--- config.mk ---
export PLATFORM = sky130hd
export DESIGN_NAME = usb_serial_fifo_wb
export DESIGN_NICKNAME = d
export VERILOG_FILES = /design/src/rtl/usb_serial_pkg.sv /design/src/rtl/sync_fifo.sv /design/src/rtl/usb_serial_fifo_wb.sv
export SDC_FILE = /design/constraint.sdc
export NUM_CORES = 1
export LEC_CHECK = 0
export BUFFER_PORTS_ARGS = -buffer_cell sky130_fd_sc_hd__buf_2
export CORE_MARGIN = 2
export CORE_UTILIZATION = 45
export DETAILED_ROUTE_END_ITERATION = 6
export HOLD_SLACK_MARGIN = 0.1
export PLACE_DENSITY = 0.59
export SYNTH_ARGS = -nofsm -noshare
export SYNTH_HDL_FRONTEND = slang
export SYNTH_SLANG_ARGS = --single-unit
--- constraint.sdc ---
create_clock -name clk -period 8.2 [get_ports clk]
set_input_delay 1.64 -clock clk [delete_from_list [all_inputs] [get_ports clk]]
set_output_delay 1.64 -clock clk [all_outputs]
set_load 0.005 [all_outputs]
--- src/rtl/usb_serial_pkg.sv ---
// Shared definitions for the USB serial FIFO bridge.
// Holds the Wishbone register map, STATUS/ISR/CTRL bit positions and the
// legal FIFO depth range. No ports; imported by the bridge top level.
package usb_serial_pkg;

  // Register map, decoded on wb_adr_i[2:0].
  typedef enum logic [2:0] {
    REG_DATA   = 3'd0,
    REG_STATUS = 3'd1,
    REG_CTRL   = 3'd2,
    REG_RXLVL  = 3'd3,
    REG_TXLVL  = 3'd4,
    REG_ISR    = 3'd5,
    REG_IER    = 3'd6,
    REG_RSVD   = 3'd7
  } reg_addr_e;

  // STATUS bit positions.
  localparam int ST_RX_NOT_EMPTY = 0;
  localparam int ST_TX_NOT_FULL  = 1;
  localparam int ST_TX_EMPTY     = 2;
  localparam int ST_RX_FULL      = 3;
  localparam int ST_LOOPBACK     = 6;
  localparam int ST_CONFIGURED   = 7;

  // ISR bit positions (0,1 live; 2..4 sticky).
  localparam int ISR_RX_NOT_EMPTY = 0;
  localparam int ISR_TX_EMPTY     = 1;
  localparam int ISR_TX_OVERFLOW  = 2;
  localparam int ISR_RX_UNDERFLOW = 3;
  localparam int ISR_CFG_CHANGE   = 4;

  // CTRL bit positions.
  localparam int CTRL_FLUSH_RX = 0;
  localparam int CTRL_FLUSH_TX = 1;
  localparam int CTRL_LOOPBACK = 2;

  // Legal FIFO depths (powers of two only).
  localparam int FIFO_DEPTH_MIN = 2;
  localparam int FIFO_DEPTH_MAX = 128;

endpackage

--- src/rtl/sync_fifo.sv ---
// Single-clock first-word-fall-through FIFO.
// Ports: clk/rst_n (async active-low), push+din, pop, flush (wins over
// push/pop), full, empty, level (0..DEPTH), head (oldest entry).
// Pointers carry one extra wrap bit so full/empty come from MSB comparison.
module sync_fifo #(
  parameter int WIDTH = 8,
  parameter int DEPTH = 16,
  localparam int AW = $clog2(DEPTH)
) (
  input  logic             clk,
  input  logic             rst_n,
  input  logic             push,
  input  logic [WIDTH-1:0] din,
  input  logic             pop,
  input  logic             flush,
  output logic             full,
  output logic             empty,
  output logic [AW:0]      level,
  output logic [WIDTH-1:0] head
);

  logic [WIDTH-1:0] mem [DEPTH];
  logic [AW:0]      wr_ptr, rd_ptr;
  logic             do_push, do_pop;

  assign empty   = (wr_ptr == rd_ptr);
  assign full    = (wr_ptr[AW] != rd_ptr[AW]) && (wr_ptr[AW-1:0] == rd_ptr[AW-1:0]);
  assign level   = wr_ptr - rd_ptr;
  assign head    = mem[rd_ptr[AW-1:0]];
  assign do_push = push && !full && !flush;
  assign do_pop  = pop && !empty && !flush;

  always_ff @(posedge clk or negedge rst_n) begin
    if (!rst_n) begin
      wr_ptr <= '0;
      rd_ptr <= '0;
    end else if (flush) begin
      // Collapse onto the write pointer: level reads 0 next cycle.
      rd_ptr <= wr_ptr;
    end else begin
      if (do_push) wr_ptr <= wr_ptr + 1'b1;
      if (do_pop)  rd_ptr <= rd_ptr + 1'b1;
    end
  end

  always_ff @(posedge clk) begin
    if (do_push) mem[wr_ptr[AW-1:0]] <= din;
  end

endmodule

--- src/rtl/usb_serial_fifo_wb.sv ---
// Wishbone-to-USB byte stream bridge with RX/TX FIFOs, loopback and IRQ.
// Ports: clk, rst_n (async active-low); Wishbone slave wb_*; USB RX stream
// rx_data/rx_valid/rx_ready; USB TX stream tx_data/tx_valid/tx_ready;
// usb_configured (enumeration status); irq (registered, level high).
// Streams use valid/ready: a byte moves on a clock edge where both are high;
// valid never depends on ready.
// Every Wishbone side effect (pop, push, flush, W1C) happens on the edge
// that raises wb_ack_o, and wb_dat_o is captured on that same edge.
module usb_serial_fifo_wb
  import usb_serial_pkg::*;
#(
  parameter int RX_DEPTH = 16,
  parameter int TX_DEPTH = 16
) (
  input  logic       clk,
  input  logic       rst_n,
  input  logic [7:0] wb_adr_i,
  input  logic [7:0] wb_dat_i,
  output logic [7:0] wb_dat_o,
  input  logic       wb_cyc_i,
  input  logic       wb_stb_i,
  input  logic       wb_we_i,
  output logic       wb_ack_o,
  input  logic [7:0] rx_data,
  input  logic       rx_valid,
  output logic       rx_ready,
  output logic [7:0] tx_data,
  output logic       tx_valid,
  input  logic       tx_ready,
  input  logic       usb_configured,
  output logic       irq
);

  localparam int RX_LW = $clog2(RX_DEPTH) + 1;
  localparam int TX_LW = $clog2(TX_DEPTH) + 1;

  logic             rx_full, rx_empty, tx_full, tx_empty;
  logic [RX_LW-1:0] rx_level;
  logic [TX_LW-1:0] tx_level;
  logic [7:0]       rx_head, tx_head, rx_din;
  logic             rx_push, rx_pop, rx_flush, tx_push, tx_pop, tx_flush;
  logic             loopback, rx_ready_en, cfg_q;
  logic [4:2]       isr_sticky, isr_set, isr_clr;
  logic [7:0]       ier, status, isr, rd_data;
  logic             wb_req, wb_rd, wb_wr, lb_move, cfg_fall, cfg_rise;
  reg_addr_e        adr;
  logic             unused_adr_hi;

  assign unused_adr_hi = ^wb_adr_i[7:3];
  assign adr    = reg_addr_e'(wb_adr_i[2:0]);
  assign wb_req = wb_cyc_i && wb_stb_i && !wb_ack_o;
  assign wb_rd  = wb_req && !wb_we_i;
  assign wb_wr  = wb_req && wb_we_i;

  assign cfg_fall = cfg_q && !usb_configured;
  assign cfg_rise = !cfg_q && usb_configured;

  // rx_ready_en keeps rx_ready low through reset and the release cycle.
  assign rx_ready = rx_ready_en && !rx_full && !loopback;
  assign tx_valid = !tx_empty && !loopback;
  assign tx_data  = tx_empty ? 8'h00 : tx_head;

  // Loopback: TX head feeds RX directly, one byte per cycle.
  assign lb_move = loopback && !tx_empty && !rx_full;
  assign rx_din  = loopback ? tx_head : rx_data;
  assign rx_push = (rx_valid && rx_ready) || lb_move;
  assign rx_pop  = wb_rd && (adr == REG_DATA) && !rx_empty;
  assign tx_push = wb_wr && (adr == REG_DATA) && !tx_full;
  assign tx_pop  = (tx_valid && tx_ready) || lb_move;

  assign rx_flush = wb_wr && (adr == REG_CTRL) && wb_dat_i[CTRL_FLUSH_RX];
  assign tx_flush = (wb_wr && (adr == REG_CTRL) && wb_dat_i[CTRL_FLUSH_TX]) || cfg_fall;

  sync_fifo #(.WIDTH(8), .DEPTH(RX_DEPTH)) u_rx_fifo (
    .clk(clk), .rst_n(rst_n), .push(rx_push), .din(rx_din), .pop(rx_pop),
    .flush(rx_flush), .full(rx_full), .empty(rx_empty), .level(rx_level),
    .head(rx_head)
  );

  sync_fifo #(.WIDTH(8), .DEPTH(TX_DEPTH)) u_tx_fifo (
    .clk(clk), .rst_n(rst_n), .push(tx_push), .din(wb_dat_i), .pop(tx_pop),
    .flush(tx_flush), .full(tx_full), .empty(tx_empty), .level(tx_level),
    .head(tx_head)
  );

  always_comb begin
    status = 8'h00;
    status[ST_RX_NOT_EMPTY] = !rx_empty;
    status[ST_TX_NOT_FULL]  = !tx_full;
    status[ST_TX_EMPTY]     = tx_empty;
    status[ST_RX_FULL]      = rx_full;
    status[ST_LOOPBACK]     = loopback;
    status[ST_CONFIGURED]   = usb_configured;

    isr = {3'b000, isr_sticky, tx_empty, !rx_empty};

    isr_set = '0;
    isr_set[ISR_TX_OVERFLOW]  = wb_wr && (adr == REG_DATA) && tx_full;
    isr_set[ISR_RX_UNDERFLOW] = wb_rd && (adr == REG_DATA) && rx_empty;
    isr_set[ISR_CFG_CHANGE]   = cfg_fall || cfg_rise;
    isr_clr = (wb_wr && (adr == REG_ISR)) ? wb_dat_i[4:2] : 3'b000;

    rd_data = 8'h00;
    case (adr)
      REG_DATA:   rd_data = rx_empty ? 8'h00 : rx_head;
      REG_STATUS: rd_data = status;
      REG_RXLVL:  rd_data = 8'(rx_level);
      REG_TXLVL:  rd_data = 8'(tx_level);
      REG_ISR:    rd_data = isr;
      REG_IER:    rd_data = ier;
      default:    rd_data = 8'h00;
    endcase
  end

  always_ff @(posedge clk or negedge rst_n) begin
    if (!rst_n) begin
      wb_ack_o    <= 1'b0;
      wb_dat_o    <= 8'h00;
      rx_ready_en <= 1'b0;
      cfg_q       <= 1'b0;
      loopback    <= 1'b0;
      isr_sticky  <= '0;
      ier         <= 8'h00;
      irq         <= 1'b0;
    end else begin
      wb_ack_o    <= wb_req;
      if (wb_req) wb_dat_o <= wb_rd ? rd_data : 8'h00;
      rx_ready_en <= 1'b1;
      cfg_q       <= usb_configured;
      if (wb_wr && (adr == REG_CTRL)) loopback <= wb_dat_i[CTRL_LOOPBACK];
      if (wb_wr && (adr == REG_IER))  ier <= wb_dat_i;
      // Set is OR-ed after the clear so a coincident event is not lost.
      isr_sticky  <= (isr_sticky & ~isr_clr) | isr_set;
      irq         <= |(isr[4:0] & ier[4:0]);
    end
  end

endmodule

# Word level (Yosys, flattened, before mapping)
# Memories as Yosys holds them, arrays and structs flattened.
# Cells that the tools add are included.
# totals
reg_bits,44
ramBits,256
output_inout_bits,20
word_cells,107
n_memories,2
# memory_table
name,depth,word_bits,rd,rd_clocked_by_memory_dff,wr,line_no,rtl
u_rx_fifo.mem,16,8,1,0,1,sync_fifo.sv:22,logic [WIDTH-1:0] mem [DEPTH];
u_tx_fifo.mem,16,8,1,0,1,sync_fifo.sv:22,
# classes
n_addsub,6
n_eq_ne,12
n_mux,14
bitwise,6
n_reduce_logical,55
# op_table
op,n
8-bit case mux with 6 select lines,1
1-bit logical AND,34
8-bit two-way mux,4
"5-bit by 1-bit adder with 5-bit output, second input constant",4
5-bit two-way mux,4
1-bit logical NOT,11
5-bit equality test,2
5-bit subtractor,2
"3-bit equality test, second input constant",3
4-bit equality test,2
"3-bit by 2-bit equality test with 1-bit output, second input constant",2
5-bit bitwise AND,1
5-bit OR reduction,1
1-bit logical OR,4
1-bit two-way mux,4
2-bit AND reduction,2
2-bit nonzero test,2
3-bit bitwise AND,1
"3-bit by 1-bit equality test with 1-bit output, second input constant",1
3-bit logical NOT,1
3-bit two-way mux,1
3-bit NOT,1
3-bit OR,1
1-bit != test,2
1-bit NOT,2

# Depth between registers and ports, before layout
# logic_depth
depth_word,11
depth_mapped,9

# Hierarchy
# A second synthesis with hierarchy kept.
# hier_totals
cells_unflattened,789
hier_area_um2,13047.5
# modules_own_cells
module,instances,cells_per_inst,area_per_inst_um2,seq_area_each_um2
sync_fifo at u_tx_fifo,1,328,5770.5,4093.9
sync_fifo at u_rx_fifo,1,308,5715.5,4093.9
usb_serial_fifo_wb,1,153,1561.5,600.6

# Worst setup path before layout
# No wires, ideal clock.
# synth_timing
path_kind,input-to-reg
from,in wb_adr_i[1]
to,"mem u_tx_fifo.mem[3][0], enable pin"
t_arrival_ns,3.400
t_required_ns,7.817
path_slack_ns,4.417
path_stages,7
n_path_buf,2
path_cell_list,buf_6 -> nor2b_1 -> buf_2 -> and3b_1 -> nor4b_4 -> nand2_1 -> nor3_1
# synth_between
elab_chain_cells,8
word_cells_on_any_way,12
classes_between,eq/ne (1); mux (2); reduce/logical (9)
# synth_rtl
element,line_no,rtl
"start, declared",usb_serial_fifo_wb.sv:17,"input logic [7:0] wb_adr_i,"
3-bit by 2-bit equality test with 1-bit output,usb_serial_fifo_wb.sv:72,assign tx_flush = (wb_wr && (adr == REG_CTRL) && wb_dat_i[CTRL_FLUSH_TX]) || cfg_fall;
1-bit logical AND (2 in a row),usb_serial_fifo_wb.sv:72,
1-bit logical OR,usb_serial_fifo_wb.sv:72,
1-bit logical NOT,sync_fifo.sv:30,assign do_push = push && !full && !flush;
1-bit logical AND (*),sync_fifo.sv:30,
1-bit two-way mux (*),sync_fifo.sv:47,if (do_push) mem[wr_ptr[AW-1:0]] <= din;
1-bit two-way mux (implied by the code) (*),sync_fifo.sv:47,
"end, declared",sync_fifo.sv:22,
# Every way passes the cells marked *; elsewhere a longest branch is shown, timed or not.

# Final worst setup path
# layout_timing
from,reg u_tx_fifo.rd_ptr[3]
to,out tx_data[7]
# layout_between
elab_chain_cells,2
word_cells_on_any_way,3
classes_between,eq/ne (1); mux (1); memory (1)
# layout_rtl
element,line_no,rtl
"start, declared",sync_fifo.sv:23,"logic [AW:0] wr_ptr, rd_ptr;"
"start signal, assigned",sync_fifo.sv:39,rd_ptr <= wr_ptr;
"start signal, assigned",sync_fifo.sv:42,if (do_pop) rd_ptr <= rd_ptr + 1'b1;
memory 16 x 8 bit or 5-bit equality test (tied branches),--,
8-bit two-way mux (*),usb_serial_fifo_wb.sv:61,assign tx_data = tx_empty ? 8'h00 : tx_head;
"end, declared",usb_serial_fifo_wb.sv:27,"output logic [7:0] tx_data,"
# Marked as above.

==> implementation parameters <==
Parameter                              Value

Place
  Placed Instance Area ... 0.0134 mm2
  Routability cong. ... approximately 0.84
  Placed wire-length estimate after detailed placement ... 18800 um
  Count of port buffers added during placement ... 46

STA
  Share of the clock period used by the worst path ... 0.704
  Final Skew ... 0.0255 ns
  Endpoints failing setup ... 0
  Unrepaired setup endpoints after global routing ... no
  Max transition margin ... 0.110
  Slew at the pin with the worst max-slew slack ... 1.33 ns
  Total count of hold-check failures in the final report ... 0
  Final-report max-slew violation count ... 0
  Highest clock rate ... ~170 MHz
  Final sum of negative setup slack ... 0 ns
  Shortest clock period the worst path allows after layout ... 5.77 ns

Worst setup path
  Reg-to-reg startpoint ... u_tx_fifo.rd_ptr[3]
  Worst path arrival time ... 4.13 ns
  Most numerous cell on the critical path ... sky130_fd_sc_hd__nor2_1
  R2r worst-path depth ... 7
  Terminus of the critical flop-to-flop path ... u_tx_fifo.mem[8][0]
  Critical Path End ... tx_data[7]
  List of cells traversed by the critical path ... clkinv_1, ha_1, nand4_1, nor2_1, buf_4, nor2_1, buf_2
  CP delay by family, top ... buffers and inverters
  CP Launch Type ... flop
  Crit path capture type ... output pin
  Type of the setup path with the least slack ... flop to output pin
  Worst Path Max Fanout ... 18
  Critical path data required time ... about 6.6 ns
  CP max stage delay ... between 0.8 and 0.9 ns
  CP Depth ... 7
  Worst path buffer plus inverter count ... 3
  Worst setup startpoint ... u_tx_fifo.rd_ptr[3]
  Slowest library cell on the worst path ... sky130_fd_sc_hd__dfrtp_1
  Slack of the worst reg-to-reg path ... ~3.6 ns

CTS
  Skew-Pair Late Insertion Delay ... around 0.57 ns
  Root buf cell ... sky130_fd_sc_hd__clkbuf_16
  Number of buffers inserted to repair setup after CTS ... 0
  CTS tree ... done
  Number of hold buffers added after cts ... 0
  Maximum level of the CTS H-tree ... 1
  Count of cells resized by post-cts repair ... 0
  Clk pin slew, worst setup/hold paths ... 0.06 ns
  Number of clock buffers inserted by TritonCTS ... 31
  Max Root-Sink Buffers ... 3
  CTS sink count ... 300

Logic synthesis
  Sequential cell area fraction in the yosys report ... 0.689
  Simple-Gate Fraction of Synth Area ... 0.0767
  Post-synth EDFFs ... 256
  Average cell area after synthesis ... 16.2 um2
  Number of distinct library cells after synthesis ... 64
  Xor and xnor area share after synthesis ... 0.0157
  Synthesis warning total ... 0
  Post-synthesis adder-cell area fraction ... 0.0218
  Share of flip-flops with an asynchronous set or reset after synthesis ... 0.147
  Multiplexer share of the synthesized area ... 0.128
  Mapped cell area ... about 0.013 mm2
  Complex-gate fraction of the synthesized area ... 0.0496
  Post-synthesis sequential element count ... 300
  Dominant synthesized flop cell ... sky130_fd_sc_hd__edfxtp_1
  Number of standard cells after synthesis ... 786
  Post-Syn Nets ... around 840
  Combinational family with the most area after synthesis ... multiplexers

Global routing
  Pin count of the biggest net entering global routing ... 45
  Wire length of the first global-routing pass ... around 43000 um
  Initial antenna violation count ... 0
  Via count of the first global-routing pass ... 7154
  Global-route usage over all layers ... 0.198
  Total overflow reported by the global router ... 0

Worst hold path
  Startpoint of the lowest-slack hold path ... wb_dat_o[2]
  Hold/Removal Path Class ... flop to flop

Layout
  Layout Area Growth over Synthesis ... 13.1%
  Total Nets Final ... between 800 and 900
  N_diodes ... 0
  Core occupancy in the finished layout ... 0.518
  Post-route cell area ... between 0.01 and 0.015 mm2
  Share of final-layout standard cells stronger than drive strength 1 ... 0.222

Pwr
  Leak Pwr ... 5.02 nW
  Peak supply drop ... approximately 0.00018 V
  Pwr per Cell Area ... about 350 mW/mm2

Route
  Iter 0 DRT Violations ... 625
  Number of remaining DRC errors ... 0
  Remaining antenna violation count after routing ... 0
  Total wirelength of the detailed-routed design ... 28800 um
  DR WL/cell ... 23.2 um
  Number of iterations in the first detailed-routing pass ... 5
  Number of vias after detailed routing ... 7097
  Detail-routed via count per cell ... ~5.7

Die
  Die Footprint ... 0.0297 mm2
  Width of the die ... 172 um
  IO Pins ... 52
  Floorplan row count ... 61
  Core Area ... between 0.02 and 0.03 mm2
  Initial Util ... 0.458
  Die Height ... 172 um

Run
  Max-cap viol count ... 0

Run status
  Run status ... finished clean
[layout make-up]
type	count	area [um2]
Fill cell	2257	13400
Sequential cell	300	8790
Multi-Input combinational cell	430	3730
Clock buffer	42	847
Tap cell	378	473
Timing Repair Buffer	58	320
Clock inverter	16	186
Inverter	19	71.3
[worst min path at each step]
stage                       end  slack (ns)  cells past startpoint
finish              wb_dat_o[2]        0.50                      2
floorplan           wb_dat_o[1]        0.47                      2
global route        wb_dat_o[2]        0.53                      2
detailed placement  wb_dat_o[2]        0.50                      2
CTS                 wb_dat_o[2]        0.51                      2
global placement    wb_dat_o[1]        0.47                      2
[placed cells by master, fill, tap and decap left out, types with 4 or more instances in the layout]
master / count
sky130_fd_sc_hd__a22o_1: 4
sky130_fd_sc_hd__edfxtp_1: 256
sky130_fd_sc_hd__o21ai_0: 18
sky130_fd_sc_hd__buf_4: 12
sky130_fd_sc_hd__mux4_2: 64
sky130_fd_sc_hd__o21ai_1: 8
sky130_fd_sc_hd__nand3_1: 11
sky130_fd_sc_hd__mux2_2: 7
sky130_fd_sc_hd__inv_1: 14
sky130_fd_sc_hd__ha_1: 19
sky130_fd_sc_hd__bufinv_16: 4
sky130_fd_sc_hd__o2111ai_1: 4
sky130_fd_sc_hd__clkbuf_1: 8
sky130_fd_sc_hd__nor2b_1: 8
sky130_fd_sc_hd__clkbuf_16: 31
sky130_fd_sc_hd__xnor2_1: 15
sky130_fd_sc_hd__nor3_1: 7
sky130_fd_sc_hd__a21oi_1: 29
sky130_fd_sc_hd__dfrtp_1: 42
sky130_fd_sc_hd__mux2i_1: 11
sky130_fd_sc_hd__a31oi_1: 4
sky130_fd_sc_hd__nand2_1: 97
sky130_fd_sc_hd__nor2_1: 45
sky130_fd_sc_hd__nor3b_1: 5
sky130_fd_sc_hd__nand2b_1: 8
sky130_fd_sc_hd__nand4_1: 6
sky130_fd_sc_hd__buf_2: 46
sky130_fd_sc_hd__clkinv_1: 8
sky130_fd_sc_hd__xor2_1: 6
sky130_fd_sc_hd__clkinv_2: 5
[cell usage after synthesis (all sizes together) (8+ instances only)]
master,count,area (um2)
inv,15,56.3
nand2b,8,50.1
nand2,97,364
mux2i,11,110
buf,17,92.6
edfxtp,256,7690
nor2b,8,50.1
mux4,64,1440
xnor2,15,131
nor2,46,175
a21oi,29,145
dfrtp,44,1100
ha,19,238
o21ai,26,130
clkbuf,20,75.1
nor3,10,55.1
nand3,11,55.1
[stage by stage]
| stage | worst slack, ns | total power (W) | cells | hold slack [ns] |
|---|---|---|---|---|
| 6_report | 2.43 | 0.00505 | 1243 | 0.502 |
| 2_1_floorplan | 4.42 | 0.00315 | 786 | 0.473 |
| 5_1_grt | 2.14 | 0.00529 | 1243 | 0.533 |
| 3_5_place_dp | 3.01 | 0.00368 | 1185 | 0.498 |
| 4_1_cts | 2.40 | 0.00509 | 1243 | 0.513 |
| 3_3_place_gp | 3.06 | 0.00364 | 1185 | 0.474 |
[flip-flops by register name, indices dropped and copies added (netlist names)]
signal / flops
u_rx_fifo.mem: 128
u_tx_fifo.mem: 128
ier: 8
wb_dat_o: 8
u_rx_fifo.rd_ptr: 5
u_rx_fifo.wr_ptr: 5
u_tx_fifo.rd_ptr: 5
u_tx_fifo.wr_ptr: 5
isr_sticky: 3
cfg_q: 1
irq: 1
loopback: 1
rx_ready_en: 1
wb_ack_o: 1
[layer usage]
| layer | global-route usage | share of wire |
|---|---|---|
| met1 | 0.298 | 0.46 |
| met2 | 0.300 | 0.45 |
| met3 | 0.0350 | 0.067 |
| met4 | 0.0497 | 0.020 |
| met5 | 0 | 0 |
[power breakdown]
part	total (W)	switching [W]	internal [W]
Combinational	0.00149	0.000905	0.000587
Clock	0.00141	0.000567	0.000847
Sequential	0.00214	0.000137	0.00201
[worst min-delay path: stages, from the launching register on]
cell and delay, ns:
sky130_fd_sc_hd__dfrtp_1 0.34, sky130_fd_sc_hd__nand2_1 0.05, sky130_fd_sc_hd__nand3_1 0.07
[kinds of logic (layout without fill, tap and decap cells)]
family / after synthesis / count (layout)
flip-flops: 300 / 300
multiplexers: 82 / 82
other: 1 / 1
AND/OR/NAND/NOR: 209 / 209
adder cells (fa/ha/maj): 21 / 21
buffers and inverters: 56 / 135
AO/OA/AOI/OAI: 95 / 95
XOR/XNOR: 22 / 22
Power figures use the tool's default switching activity.
